**config.mk**
```make
export PLATFORM = sky130hd
export DESIGN_NAME = otter_intr_ctrl
export DESIGN_NICKNAME = d
export VERILOG_FILES = /design/src/rtl/otter_intr_ctrl.sv
export SDC_FILE = /design/constraint.sdc
export NUM_CORES = 1
export LEC_CHECK = 0
export ABC_AREA = 1
export CAP_MARGIN = 5
export CORE_UTILIZATION = 32
export DETAILED_ROUTE_END_ITERATION = 6
export SLEW_MARGIN = 20
export SYNTH_ARGS = -nofsm -noshare
export SYNTH_HDL_FRONTEND = slang
export SYNTH_SLANG_ARGS = --single-unit
```
**constraint.sdc**
```tcl
create_clock -name CLK -period 1.74 [get_ports CLK]
set_clock_uncertainty 0.2 [all_clocks]
set_input_delay 0.348 -clock CLK [delete_from_list [all_inputs] [get_ports CLK]]
set_output_delay 0.348 -clock CLK [all_outputs]
set_load 0.02 [all_outputs]
```
**src/rtl/otter_intr_ctrl.sv**
```systemverilog
// OTTER interrupt controller: synchronised edge-latched sources, fixed-priority arbitration, CPU handshake.
// Optional CAUSE output is enabled by defining OTTER_INTR_CAUSE_EN.
module otter_intr_ctrl #(
    parameter int unsigned NUM_SRC     = 4,
    parameter int unsigned SYNC_STAGES = 2
) (
    input  logic               CLK,
    input  logic               RST_N,
    input  logic [NUM_SRC-1:0] INTR_SRC,
    input  logic               CSR_MIE,
    input  logic               MASK_WE,
    input  logic [NUM_SRC-1:0] MASK_WD,
    input  logic               INT_ACK,
    input  logic               MRET,
    output logic               INTR_REQ,
    output logic               INT_TAKEN,
    output logic [NUM_SRC-1:0] PENDING,
    output logic [NUM_SRC-1:0] MASK
`ifdef OTTER_INTR_CAUSE_EN
    ,
    output logic [3:0]         CAUSE
`endif
);

    localparam int unsigned IDX_W = (NUM_SRC > 1) ? $clog2(NUM_SRC) : 1;

    typedef enum logic [1:0] {
        IDLE   = 2'd0,
        REQ    = 2'd1,
        TAKE   = 2'd2,
        ACTIVE = 2'd3
    } state_t;

    state_t             state_q, state_d;
    logic [NUM_SRC-1:0] sync_q [SYNC_STAGES];
    logic [NUM_SRC-1:0] edge_q;
    logic [NUM_SRC-1:0] pending_q;
    logic [NUM_SRC-1:0] mask_q;
    logic [IDX_W-1:0]   winner_q;
    logic               intr_req_q;
    logic               int_taken_q;

    logic [NUM_SRC-1:0] rise_c;
    logic [NUM_SRC-1:0] eligible_c;
    logic [NUM_SRC-1:0] win_onehot_c;
    logic [NUM_SRC-1:0] clr_c;
    logic [IDX_W-1:0]   win_idx_c;
    logic               win_en_c;
    logic               latch_win_c;

    // Synchroniser chain plus one-flop edge detector per source
    always_ff @(posedge CLK or negedge RST_N) begin
        if (!RST_N) begin
            for (int unsigned s = 0; s < SYNC_STAGES; s++) begin
                sync_q[s] <= '0;
            end
            edge_q <= '0;
        end else begin
            sync_q[0] <= INTR_SRC;
            for (int unsigned s = 1; s < SYNC_STAGES; s++) begin
                sync_q[s] <= sync_q[s-1];
            end
            edge_q <= sync_q[SYNC_STAGES-1];
        end
    end

    assign rise_c     = sync_q[SYNC_STAGES-1] & ~edge_q;
    assign eligible_c = pending_q & mask_q;

    // Lowest eligible index wins; the frozen winner is decoded back to one-hot
    always_comb begin
        win_idx_c    = '0;
        win_onehot_c = '0;
        for (int i = int'(NUM_SRC) - 1; i >= 0; i--) begin
            if (eligible_c[i]) begin
                win_idx_c = IDX_W'(i);
            end
        end
        for (int i = 0; i < int'(NUM_SRC); i++) begin
            win_onehot_c[i] = (winner_q == IDX_W'(i));
        end
    end

    assign win_en_c = |(mask_q & win_onehot_c);

    // Next-state logic; a dropped enable in REQ takes precedence over INT_ACK
    always_comb begin
        state_d     = state_q;
        latch_win_c = 1'b0;
        clr_c       = '0;
        case (state_q)
            IDLE: begin
                if ((|eligible_c) && CSR_MIE) begin
                    state_d     = REQ;
                    latch_win_c = 1'b1;
                end
            end
            REQ: begin
                if (!CSR_MIE || !win_en_c) begin
                    state_d = IDLE;
                end else if (INT_ACK) begin
                    state_d = TAKE;
                end
            end
            TAKE: begin
                state_d = ACTIVE;
                clr_c   = win_onehot_c;
            end
            ACTIVE: begin
                if (MRET) begin
                    state_d = IDLE;
                end
            end
            default: state_d = IDLE;
        endcase
    end

    always_ff @(posedge CLK or negedge RST_N) begin
        if (!RST_N) begin
            state_q     <= IDLE;
            pending_q   <= '0;
            mask_q      <= '0;
            winner_q    <= '0;
            intr_req_q  <= 1'b0;
            int_taken_q <= 1'b0;
        end else begin
            state_q     <= state_d;
            intr_req_q  <= (state_d == REQ);
            int_taken_q <= (state_d == TAKE);
            // A new edge in the same cycle as the clear keeps the bit pending
            pending_q   <= (pending_q & ~clr_c) | rise_c;
            if (latch_win_c) begin
                winner_q <= win_idx_c;
            end
            if (MASK_WE) begin
                mask_q <= MASK_WD;
            end
        end
    end

`ifdef OTTER_INTR_CAUSE_EN
    logic [3:0] cause_q;

    // Loaded on entry to TAKE so it is valid alongside INT_TAKEN
    always_ff @(posedge CLK or negedge RST_N) begin
        if (!RST_N) begin
            cause_q <= '0;
        end else if (state_d == TAKE) begin
            cause_q <= 4'(winner_q);
        end
    end

    assign CAUSE = cause_q;
`endif

    assign INTR_REQ  = intr_req_q;
    assign INT_TAKEN = int_taken_q;
    assign PENDING   = pending_q;
    assign MASK      = mask_q;

endmodule
```
==> results of run 1 <==
==> kinds of logic (layout without fill, tap and decap cells) <==
| group | count (synthesis) | in the layout |
|---|---|---|
| and+or+nand+nor | 30 | 30 |
| AOI/OAI and AO/OA | 12 | 12 |
| DFF | 26 | 26 |
| buffers and inverters | 15 | 43 |
| muxes | 4 | 4 |
==> path summary, 6_finish.rpt <==
| path | start | to | slack (ps) |
|---|---|---|---|
| max | MASK[3]$_DFFE_PN0P_ | MASK[3] | 60 |
| min | RST_N | INTR_REQ$_DFF_PN0_ | 170 |
| max reg2reg | winner_q[0]$_DFFE_PN0P_ | INTR_REQ$_DFF_PN0_ | 330 |
| min reg2reg | sync_q[5]$_DFF_PN0_ | sync_q[1]$_DFF_PN0_ | 170 |
| max in group asynchronous | RST_N | edge_q[2]$_DFF_PN0_ | 930 |
| min in group CLK | sync_q[5]$_DFF_PN0_ | sync_q[1]$_DFF_PN0_ | 170 |
==> per-stage QoR <==
stage          total power [mW]  utilization, %  area [sq um]  instances  setup slack (ps)
6_report                  1.756           45.50          1276        146             62.30
2_1_floorplan             1.165               -         959.7         87             423.3
3_5_place_dp              1.399           44.07          1236        142             73.05
4_1_cts                   1.772           45.50          1276        146             57.75
3_3_place_gp              1.386           44.07          1236        142             93.45
5_1_grt                   1.873           45.50          1276        146             28.41
==> synth_stat cells <==
master and count:
inv_1 13, nand3_2 1, a21oi_1 3, nor2_2 1
mux2_2 4, nand2_1 12, o21ai_0 5, inv_2 2
nand3_1 7, nor2_1 6, nand2_2 3, o31ai_1 4
dfrtp_1 26
==> registers in the layout, summed over array words and instances, names as in the netlist <==
name	cells
sync_q	8
MASK	4
PENDING	4
edge_q	4
state_q	2
winner_q	2
INTR_REQ	1
INT_TAKEN	1
==> metal layers <==
metal  vias to the layer above  track usage, %
met3                         2           5.300
met5                         -               0
li1                        333               -
met1                       344           13.67
met4                         0           4.181
met2                        26           19.73
==> layout make-up <==
| class | count | area (sq um) |
|---|---|---|
| multi-input combinational | 46 | 252.7 |
| fill | 265 | 1529 |
| clock inverter | 1 | 30.03 |
| sequential | 26 | 650.6 |
| clock buffer | 3 | 22.52 |
| timing repair buffer | 24 | 225.2 |
| inverter | 15 | 56.30 |
| tap | 31 | 38.79 |
==> timing repair <==
item                                    4_1_cts  5_1_grt
endpoints found under the setup margin       10        0
resized for setup                            10        0
hold endpoints to repair                      0        0
==> power by group through the flow <==
stage / registers (mW) / logic [mW] / clock network (mW)
3_3_place_gp: 0.830 / 0.556 / 0
3_5_place_dp: 0.834 / 0.565 / 0
5_1_grt: 0.837 / 0.593 / 0.444
4_1_cts: 0.821 / 0.530 / 0.421
2_1_floorplan: 0.874 / 0.291 / 0
6_report: 0.821 / 0.524 / 0.410
==> results_dict.tcl, run 1 <==
set metrics [dict create \
    status "finished, violations left" \
    violations "design-rule violations" \
    sequential_power_share_pct 46.8 \
    yosysWarningCount 0 \
    netlist_instances 87 \
    intPower_mw 1.157 \
    largest_vdd_supply_drop_mv 0.6353 \
    drt_drc_violations_left 4 \
    pin_count_of_the_biggest_net_entering_global_routing 27 \
    net-switching-power_mw 0.5993 \
    p_leak_nw 0.6097 \
    drtIter0Drc 19 \
    clkTransAtPathRegs_ps 140 \
    crit_path_top_delay_cell "dfrtp_1" \
    area_growth_pct 32.99 \
    fmax_mhz 596.1 \
    synth_fa_ha_area_share_pct 0 \
    gp_congestion 0.7973 \
    vias_in_the_first_global_route 675 \
    synth.ff_latch_count 26 \
    worst_setup_path_start_kind "flop" \
    avgRoutedWirePerCell_um 11.55 \
    synth_top_area_share_pct 67.80 \
    fin_crit_ps 1678 \
    syn_nets 101 \
    synth_area_leader_cell "dfrtp_1" \
    area_enclosed_by_the_die_boundary_sq_mm 0.003222 \
    whs_ps 167.1 \
    initial_core_utilization_pct 34.21 \
    routed_wirelength_um 1687 \
    timing.critical_path.cells "dlygate4sd2_1" \
    critPathArrivalTime_ps 1130 \
    post_synth_xor_area_fraction_pct 0 \
    cpLargestDelayFamily "flip-flops" \
    power.share.clock_pct 23.4 \
    number_of_buffers_inserted_for_hold_repair_after_clock_tree_synthesis 0 \
    dr.pass1.iters 6 \
    final_max_slew_viol_count 0 \
    timing.critical_path.buf_inv 1 \
    top_layer_used "met4" \
    ys_seq_area_share_pct 67.80 \
    worstSkewPairLatency_ps 320 \
    setup-violations-final 0 \
    met1_length_um 709 \
    core_area_sq_mm 0.002805 \
    cts.repair_timing.setup_buffer_count 0 \
    final_cell_mix "26 x dfrtp_1, 13 x inv_1, 13 x clkdlybuf4s50_1" \
    cts_root_buf "clkbuf_4" \
    grt_use_total_pct 11.92 \
    ant_nets 0 \
    timing.critical_path.depth 1 \
    critical_path_peak_fanout 5 \
    synth.top_cells.by_area "dfrtp_1 68%, inv_1 5.1%, mux2_2 4.7%" \
    synth_simple_gate_area_share_pct 14.34 \
    layout.cells.most_common "dfrtp_1" \
    ctsHtreeMaxLevel 1 \
    path_class "flop to primary output" \
    setup_repair_after_global_routing_missed_its_margin "no" \
    post_synth_instance_area_sq_um 959.7 \
    cts_tree "yes" \
    timing.critical_path.slowest_cell_delay_ps 450 \
    worst_reg_to_reg_path_cell_count 9 \
    dr_wl_met3_um 135 \
    ys_types 13 \
    num_antenna_cells 0 \
    num_io_pins 24 \
    grt_antenna_before_repair 0 \
    place.detailed.hpwl_um 1235 \
    power_density_mw_per_mm2 1376 \
    numPortBuffers 23 \
    cts_buffer_depth 2 \
    cp-end-kind "primary output" \
    clock-sinks 26 \
    num-nets-final 130 \
    required_ps 1190 \
    routed_via_density 4.829 \
    finalHoldViolCount 0 \
    pwr-share-comb_pct 29.8 \
    grt.overflow.total 0 \
    sw_frac_of_total_pct 34.13 \
    worstHoldPathType "input port to async pin" \
    worstMarginPinSlew_ps 321.3 \
    die_x_um 56.76 \
    global_route_wire_length_before_repair_um 2884 \
    inserted_clock_buffers 3 \
    cap_violations 0 \
    period_utilisation_layout_pct 96.42 \
    rows 19 \
    synthMuxAreaShare_pct 4.694 \
    synth_compound_gate_area_share_pct 7.301 \
    synth_area_per_cell_sq_um 11.03 \
    overall_die_height_um 56.76 \
    detailroute.via_count 705 \
    dr_wl_met2_um 821 \
    dominant_combinational_cell_family_by_area_after_synthesis "simple AND/OR/NAND/NOR gates" \
    setup_total_negative_slack_ps 0 \
    slew-limit-headroom_pct 78.58 \
    fraction_of_layout_instances_using_a_drive_strength_above_1_pct 13.91 \
]
Power figures use the tool's default switching activity.
==> run 2, diff against run 1 <==
- CORE_ASPECT_RATIO: unset -> 1.25
- DONT_BUFFER_PORTS: unset -> 1
==> run 2 against run 1 <==
  * The run now ends clean
  * Sequential power is 9.1% higher
  * Via count is 6.8% lower
  * Register-to-register slack worse by 280 ps
  * Power is 9.5% lower
  * Die area hardly changed
  * Sequential share of layout area is 2.8 points higher
  * Utilization is 1.7 points lower
  * Cell area is 5.3% lower
  * First-iteration DRC count is 26% lower
  * Critical path type is now input port to flop
  * Largest cell class unchanged
  * Highest routed layer unchanged
==> results_dict.tcl, run 2 (synthesis results as in run 1) <==
set metrics [dict create \
    status "completed" \
    slew-limit-headroom_pct 79.41 \
    gp_congestion 0.8623 \
    area_growth_pct 25.95 \
    worstSkewPairLatency_ps 310 \
    placedInstanceArea_sq_mm 0.001002 \
    core_area_sq_mm 0.002759 \
    worstMarginPinSlew_ps 308.8 \
    place.detailed.hpwl_um 1168 \
    die_x_um 50.98 \
    clock-sinks 26 \
    critPathArrivalTime_ps 1710 \
    post-layout-total-power_mw 1.590 \
    layout.cells.most_common "dfrtp_1" \
    overall_die_height_um 63.23 \
    power_density_mw_per_mm2 1315 \
    cpLargestDelayFamily "buffers and inverters" \
    clkTransAtPathRegs_ps 140 \
    initial_core_utilization_pct 34.78 \
    crit_path_top_delay_cell "dlygate4sd3_1" \
    dr.pass1.iters 4 \
    final_cell_mix "26 x dfrtp_1, 15 x dlygate4sd3_1, 13 x inv_1" \
    largest_vdd_supply_drop_mv 0.5001 \
    cts_buffer_depth 2 \
    num_antenna_cells 0 \
    num-nets-final 122 \
    cts_root_buf "clkbuf_4" \
    drt_drc_violations_left 0 \
    drtIter0Drc 14 \
    inserted_clock_buffers 3 \
    grt_use_total_pct 12.95 \
    registers.top_by_ff_count "sync_q" \
    ant_nets 0 \
    period_utilisation_layout_pct 97.63 \
    fmax_mhz 588.7 \
    p_leak_nw 0.5729 \
    cts.repair_timing.setup_buffer_count 0 \
    setup_total_negative_slack_ps 0 \
    timing.critical_path.depth 3 \
    worst_reg_to_reg_path_cell_count 2 \
    timing.critical_path.buf_inv 2 \
    placedCellCount 121 \
    numPortBuffers 0 \
    path_class "input port to flop" \
    finalHoldViolCount 0 \
    whs_ps 38.91 \
    fin_crit_ps 1699 \
    hold-path-cell-count 3 \
    ctsHtreeMaxLevel 1 \
    final_cell_area_sq_mm 0.001209 \
    worstHoldPathType "input port to flop" \
    area_enclosed_by_the_die_boundary_sq_mm 0.003223 \
    num_io_pins 24 \
    rows 21 \
    routed_wirelength_um 1695 \
    routed_via_density 4.660 \
    detailroute.via_count 657 \
    largest_register_ff_count 8 \
    required_ps 1750 \
    cap_violations 0 \
    setup-violations-final 0 \
    cp-end-kind "flop" \
    vias_in_the_first_global_route 742 \
    fraction_of_layout_instances_using_a_drive_strength_above_1_pct 14.95 \
    global_route_wire_length_before_repair_um 3042 \
    cts_tree "yes" \
    setup_repair_after_global_routing_missed_its_margin "no" \
    cts_repair_resize_count 0 \
    avgRoutedWirePerCell_um 12.02 \
    worst_setup_path_start_kind "input port" \
    cp_common_cell "dlygate4sd3_1" \
    number_of_buffers_inserted_for_hold_repair_after_clock_tree_synthesis 15 \
    timing.critical_path.slowest_cell_delay_ps 560 \
    grt_antenna_before_repair 0 \
    pin_count_of_the_biggest_net_entering_global_routing 27 \
    timing.reg2reg.setup_slack_ps 50 \
    stdcell_count 141 \
    timing.critical_path.cells "dlygate4sd3_1 > mux2_2 > dlygate4sd3_1" \
    critical_path_peak_fanout 1 \
    final_max_slew_viol_count 0 \
    grt.overflow.total 0 \
]
-- run 2: final timing paths --
path	from	endpoint
max	MASK_WD[3]	MASK[3]$_DFFE_PN0P_
min in group asynchronous	RST_N	sync_q[7]$_DFF_PN0_
min	INT_ACK	state_q[0]$_DFF_PN0_
max reg2reg	MASK[3]$_DFFE_PN0P_	MASK[3]$_DFFE_PN0P_
min reg2reg	sync_q[5]$_DFF_PN0_	sync_q[1]$_DFF_PN0_
max in group asynchronous	RST_N	PENDING[0]$_DFF_PN0_
-- run 2: routing by layer --
| metal | vias up | share of wire (%) | GRT usage [%] |
|---|---|---|---|
| met5 | - | 0 | 0 |
| met4 | 0 | 1.1 | 8.333 |
| met3 | 2 | 2.8 | 1.932 |
| met2 | 13 | 56 | 23.85 |
| met1 | 325 | 40 | 12.91 |
| li1 | 317 | - | - |
-- run 2: cell type report --
type	instances	area, sq um
Clock buffer	4	36.28
Multi-Input combinational cell	46	252.7
Sequential cell	26	650.6
Tap cell	34	42.54
Inverter	15	56.30
Fill cell	272	1550
Timing Repair Buffer	16	170.2
-- run 2: through the flow --
stage | setup slack, ps | utilization [%]
after floorplan | 423.3 | -
after global placement | 338.9 | 36.33
after CTS | 71.03 | 43.45
after detailed placement | 274.0 | 36.33
final | 41.21 | 43.81
after global routing | 25.17 | 43.81
-- run 2: report_power, final --
part / total, mW / leakage (nW) / internal [mW] / switching, mW
combinational: 0.396 / 0.252 / 0.162 / 0.234
sequential: 0.896 / 0.300 / 0.717 / 0.179
clock: 0.297 / 0.0210 / 0.128 / 0.170
-- run 2: worst reg2reg max path, delay by kind of cell, from the launching register on --
family,cells,cell delay [ps]
buffers and inverters,1,560
flip-flops,1,520
multiplexers,1,310
